===== config.mk =====
export PLATFORM = sky130hd
export DESIGN_NAME = alarm_clock_ctrl
export DESIGN_NICKNAME = d
export VERILOG_FILES = /design/src/rtl/alarm_clock_ctrl.sv
export SDC_FILE = /design/constraint.sdc
export NUM_CORES = 1
export LEC_CHECK = 0
export ABC_AREA = 1
export CAP_MARGIN = 40
export CORE_MARGIN = 8
export CORE_UTILIZATION = 48
export DETAILED_ROUTE_END_ITERATION = 16
export PLACE_DENSITY = 0.81
export SYNTH_ARGS = -nofsm -noshare
export SYNTH_HDL_FRONTEND = slang
export SYNTH_SLANG_ARGS = --single-unit

===== constraint.sdc =====
create_clock -name clock -period 2.75 [get_ports clock]
set_clock_uncertainty 0.15 [all_clocks]
set_input_delay 0.275 -clock clock [delete_from_list [all_inputs] [get_ports clock]]
set_output_delay 0.275 -clock clock [all_outputs]
set_load 0.02 [all_outputs]

===== src/rtl/alarm_clock_ctrl.sv =====
// Moore control FSM for the alarm clock: keypad entry, alarm/time load, alarm display.
// Optional macro ALARM_CTRL_DIGIT_LIMIT_EN caps an entry at four accepted digits.
module alarm_clock_ctrl #(
  parameter int TIMEOUT = 10,
  parameter int CNT_W   = 4
) (
  input  logic       clock,
  input  logic       reset,
  input  logic       one_second,
  input  logic [3:0] key,
  input  logic       alarm_button,
  input  logic       time_button,
  output logic       reset_count,
  output logic       load_new_a,
  output logic       load_new_c,
  output logic       show_a,
  output logic       show_new_time,
  output logic       shift,
  output logic [2:0] digit_count
);

  typedef enum logic [2:0] {
    SHOW_TIME,
    KEY_STORED,
    KEY_WAIT,
    KEY_ENTRY,
    SET_ALARM_TIME,
    SET_CURRENT_TIME,
    SHOW_ALARM
  } state_t;

  state_t           state_reg, state_next;
  logic [CNT_W-1:0] tmo_cnt_reg;
  logic             digit_key, in_entry, timeout, digit_full;

  assign digit_key = (key <= 4'd9);
  assign in_entry  = (state_reg == KEY_WAIT) || (state_reg == KEY_ENTRY);
  assign timeout   = in_entry && one_second && (tmo_cnt_reg == CNT_W'(TIMEOUT - 1));

`ifdef ALARM_CTRL_DIGIT_LIMIT_EN
  logic [2:0] digit_cnt_reg;

  always_ff @(posedge clock) begin
    if (reset || state_next == SHOW_TIME)
      digit_cnt_reg <= 3'd0;
    else if (state_reg == KEY_STORED)
      digit_cnt_reg <= digit_cnt_reg + 3'd1;
  end

  assign digit_full  = (digit_cnt_reg >= 3'd4);
  assign digit_count = digit_cnt_reg;
`else
  assign digit_full  = 1'b0;
  assign digit_count = 3'd0;
`endif

  always_comb begin
    state_next = state_reg;
    case (state_reg)
      SHOW_TIME: begin
        if (alarm_button)   state_next = SHOW_ALARM;
        else if (digit_key) state_next = KEY_STORED;
      end
      KEY_STORED:       state_next = KEY_WAIT;
      KEY_WAIT: begin
        if (timeout)         state_next = SHOW_TIME;
        else if (!digit_key) state_next = KEY_ENTRY;
      end
      KEY_ENTRY: begin
        // Buttons outrank a digit; a full entry keeps waiting for a button.
        if (timeout)                       state_next = SHOW_TIME;
        else if (alarm_button)             state_next = SET_ALARM_TIME;
        else if (time_button)              state_next = SET_CURRENT_TIME;
        else if (digit_key && !digit_full) state_next = KEY_STORED;
      end
      SET_ALARM_TIME:   state_next = SHOW_TIME;
      SET_CURRENT_TIME: state_next = SHOW_TIME;
      SHOW_ALARM: begin
        if (!alarm_button) state_next = SHOW_TIME;
      end
      default:          state_next = SHOW_TIME;
    endcase
  end

  // Outputs are registered from the next state so they track the state register exactly.
  always_ff @(posedge clock) begin
    if (reset) begin
      state_reg     <= SHOW_TIME;
      shift         <= 1'b0;
      show_new_time <= 1'b0;
      load_new_a    <= 1'b0;
      load_new_c    <= 1'b0;
      reset_count   <= 1'b0;
      show_a        <= 1'b0;
    end else begin
      state_reg     <= state_next;
      shift         <= (state_next == KEY_STORED);
      show_new_time <= (state_next == KEY_WAIT) || (state_next == KEY_ENTRY);
      load_new_a    <= (state_next == SET_ALARM_TIME);
      load_new_c    <= (state_next == SET_CURRENT_TIME);
      reset_count   <= (state_next == SET_CURRENT_TIME);
      show_a        <= (state_next == SHOW_ALARM);
    end
  end

  always_ff @(posedge clock) begin
    if (reset || (state_next != KEY_WAIT && state_next != KEY_ENTRY))
      tmo_cnt_reg <= '0;
    else if (in_entry && one_second)
      tmo_cnt_reg <= tmo_cnt_reg + 1'b1;
  end

endmodule


; ---- Word-level counts from Yosys, hierarchy flattened
; Cells that the tools add are included.
[word_totals]
register_bits = 12
inputBits = 9
out_inout_bits = 9
[op_classes]
add_sub_neg = 1
n_lt_le_gt_ge = 1
eq_ne = 13
n_mux = 9
n_reduce_logical = 7
[op_table]
columns = operator, n
row1 = 3-bit two-way mux, 8
row2 = 3-bit one-hot mux with 5 select lines, 1
row3 = "3-bit by 2-bit equality test with 1-bit output, second input constant", 4
row4 = "3-bit equality test, second input constant", 4
row5 = "3-bit by 1-bit equality test with 1-bit output, second input constant", 2
row6 = "3-bit by 2-bit != test with 1-bit output, second input constant", 2
row7 = "4-bit by 1-bit adder with 4-bit output, second input constant", 1
row8 = "4-bit equality test, second input constant", 1
row9 = "4-bit <= comparator, second input constant", 1
row10 = 1-bit logical AND, 3
row11 = 3-bit zero test, 1
row12 = 1-bit logical OR, 3

; ---- Logic depth before layout (Yosys ltp)
[depth]
ltp_word = 9
depth_mapped = 10
depth_no_buf = 10

; ---- Least setup slack after synthesis
; Ideal clock, no wire load.
[synth_timing]
kind = register to register
start = register tmo_cnt_reg[0]
end = register shift
setup_ns = 0.113
arrival_ns = 1.077
required_ns = 2.487
path_slack_ns = 1.411
stages_incl_launch_ff = 9
path_buffers = 0
cell_sequence = dfxtp_1 -> ha_1 -> nand3_1 -> nor2_2 -> inv_1 -> a21oi_2 -> inv_1 -> nand2_1 -> nor2_1
[synth_via]
elab_chain_len = 5
[synth_lines]
columns = element, line
row1 = "start, declared", 33  ; logic [CNT_W-1:0] tmo_cnt_reg;
row2 = "start signal, assigned", 110  ; tmo_cnt_reg <= tmo_cnt_reg + 1'b1;
row3 = 4-bit equality test *, 38  ; assign timeout = in_entry && one_second && (tmo_cnt_reg == CNT_W'(TIMEOUT - 1));
row4 = 1-bit logical AND *, 38
row5 = "3-bit two-way mux, on equally long branches", "71, 66"
row6 = 3-bit one-hot mux with 5 select lines *, 59  ; case (state_reg)
row7 = 3-bit by 1-bit equality test with 1-bit output *, 97  ; shift <= (state_next == KEY_STORED);
row8 = "end signal, assigned", 97
row9 = "end, declared", 18  ; output logic shift,
; Mark *: on every way between the ends. The rest lies on a longest branch, timed or not.
; A chain may end at the register's enable or synchronous reset.

==> summary.txt <==
status: completed
fin cells: 122
Clock Sinks: 12
Post-Syn Instances: 92
LEAKAGE: 0.371 nW
die area: 2780 um2
placed cells: 118
Switching Share: 0.313
CORE AREA: 1280 um2
DRT Pass-1 Iters: 4
first-pass GRT wire length: 2.10 mm
worst hold path class: reg -> reg
Metal-1 WL: 476 um
storage element area: 240 um2
Avg Cell Area, Syn: 7.04 um2
Detailed Route Iter0 Violations: 5
Design Area, Final: 811 um2
R2R setup slack: 1.25 ns
clock period minus final worst setup slack: 1.62 ns
met2 WL: 629 um
die height: 52.7 um
initial antenna violation count: 0
max FFs per register: 4
WL met3: 77 um
via density per instance: 4.57
crit path DAT: 1.20 ns
fraction of registers with async set/reset: 0
Synth cell types: 19
crit-path cells: clkdlybuf4s50_1
Seq/Total Area, Yosys: 0.371
CP Capture Type: output pin
Starting Density: 0.504
final-report max-slew violation count: 0
count of buffers from port buffering: 13
share of Yosys cell area claimed by the top area cell type: 0.371
RSZ-0062 raised after global routing: false
placed cell areas: 774 um2
Worst path depth: 1
peak supply drop: 0.369 mV
largest net degree at the start of global routing: 8
DRT antenna net count: 0
NetSw: 146 uW
placement row count: 13
crit-path leading delay family: buffers and inverters
Crit Path Max Fanout: 2
Flop pwr share: 0.430
reg2reg end: load_new_c
Startpoint Class: flop
via count: 558
CTS tree: built
crit path capture: reset_count
clock latency on the worst-skew pair: 0.27 ns
Boundary Pins: 18
Synth area leaders: dfxtp_1 37%, nor2_1 9.8%, inv_1 9.3%
Slowest Stage Delay on Critical Path: 0.60 ns
post_cts resized: 0
layout cell share with drive strength beyond 1: 0.131
biggest area consumer among synthesized cells: dfxtp_1
endpoints failing hold: 0
max-cap violations: 0
power per cell area: 574 nW/um2
# nets final: 119
YS warnings: 0
CTS Buffer Depth: 2
Antenna diodes: 0
Yosys reg bits: 12
internal cell power: 319 uW
H-tree depth: 1
worst r2r src: tmo_cnt_reg[0]
DRC errors left: 0
Post-CTS Hold Fix Bufs: 0
area of the multi-input gates: 318 um2
clock buffer count from CTS: 3
Main synth FF type: dfxtp_1
fill cell count: 128
vias in the first global route: 543
gp weighted congestion: 0.857
top sig layer: met4
Logic pwr share: 0.274
HPWL after DPL: 1.01 mm
Finish-stage setup viols: 0
Critical Path Source: load_new_c
Clock transition at path regs: 0.08 ns
Buf/Inv on CP: 1
final WL: 1.19 mm
Post-synth EDFFs: 0
slowest CP cell: clkdlybuf4s50_1
Max Fclk: 617 MHz
Remaining Overflow, GRT: 0
WHS: 0.404 ns
drt wl/cell: 9.78 um
width of the die: 52.7 um
Post-Syn Area: 648 um2
count leader, synth: nor2_1
synth cell count leaders: 17 x nor2_1, 16 x inv_1, 16 x nand2_1, 12 x dfxtp_1, 5 x nand3_2
Overall Global Routing Usage: 0.0990
clock share of power: 0.296
setup TNS: 0 ns
Area Overhead vs Synth: 25.1%
total setup buffers inserted after CTS: 0
WS Path Type: reg -> out
Req. time, crit path: 2.33 ns
Worst R2R Path Depth: 8
Tcrit/Tclk final: 0.590
CTS root buf: clkbuf_4
-- placed cells by master (no fill, tap or decap), types with 2 or more instances in the layout --
| cell type | Yosys | routed |
|---|---|---|
| dfxtp_1 | 12 | 12 |
| clkbuf_4 | 0 | 3 |
| conb_1 | 1 | 3 |
| nand4_1 | 3 | 3 |
| inv_1 | 16 | 16 |
| o21ai_0 | 3 | 3 |
| nor2_1 | 17 | 17 |
| nand3_1 | 3 | 3 |
| nand3_2 | 5 | 5 |
| clkdlybuf4s50_1 | 0 | 13 |
| xor2_1 | 2 | 2 |
| ha_1 | 2 | 2 |
| nor2_2 | 2 | 2 |
| nand2_1 | 16 | 16 |
-- metal layers --
| metal | GRT usage | vias to the layer above |
|---|---|---|
| met3 | 0.0625 | 2 |
| met4 | 0.0259 | 0 |
| li1 | - | 303 |
| met2 | 0.166 | 7 |
| met5 | 0 | - |
| met1 | 0.0995 | 246 |
-- power groups by stage --
| stage | clock, mW | combinational (mW) | sequential, mW |
|---|---|---|---|
| 2_1_floorplan | 0 | 0.0808 | 0.212 |
| 3_3_place_gp | 0 | 0.126 | 0.204 |
| 3_5_place_dp | 0 | 0.128 | 0.204 |
| 4_1_cts | 0.143 | 0.129 | 0.200 |
| 5_1_grt | 0.154 | 0.143 | 0.202 |
| 6_report | 0.138 | 0.128 | 0.200 |
-- stage by stage --
step                      setup WS, ns  total power [mW]  utilization
after floorplan                   1.41             0.293            -
after global placement           0.969             0.329        0.603
after detailed placement         0.974             0.332        0.603
after CTS                         1.11             0.471        0.631
after global routing              1.07             0.499        0.631
final                             1.13             0.465        0.631
-- cells by family (layout without fill, tap and decap cells) --
family,count (synthesis),after routing,synth area share
adders and majority gates,2,2,0.0386
AOI/OAI and AO/OA,5,5,0.0444
DFF,12,12,0.371
xor gates and xnor gates,3,3,0.0405
and+or+nand+nor,47,47,0.349
buffers and inverters,22,35,0.151
other,1,3,0.00579
-- how the worst min path moves through the flow --
stage,from,to,slack (ns),cells after the start
2_1_floorplan,reset,state_reg[0],0.20,1
3_3_place_gp,tmo_cnt_reg[3],tmo_cnt_reg[3],0.38,3
3_5_place_dp,tmo_cnt_reg[3],tmo_cnt_reg[3],0.39,3
4_1_cts,tmo_cnt_reg[3],tmo_cnt_reg[3],0.41,3
5_1_grt,tmo_cnt_reg[3],tmo_cnt_reg[3],0.44,3
6_report,tmo_cnt_reg[3],tmo_cnt_reg[3],0.40,3
-- final cells by class --
cell class                 count  area share
clock buffer                   4      0.0448
inverter                      18      0.0833
multi-input combinational     60       0.392
sequential                    12       0.296
tap                           15      0.0231
timing repair buffer          13       0.160
Note: power is estimated with default switching activity, not from simulation.
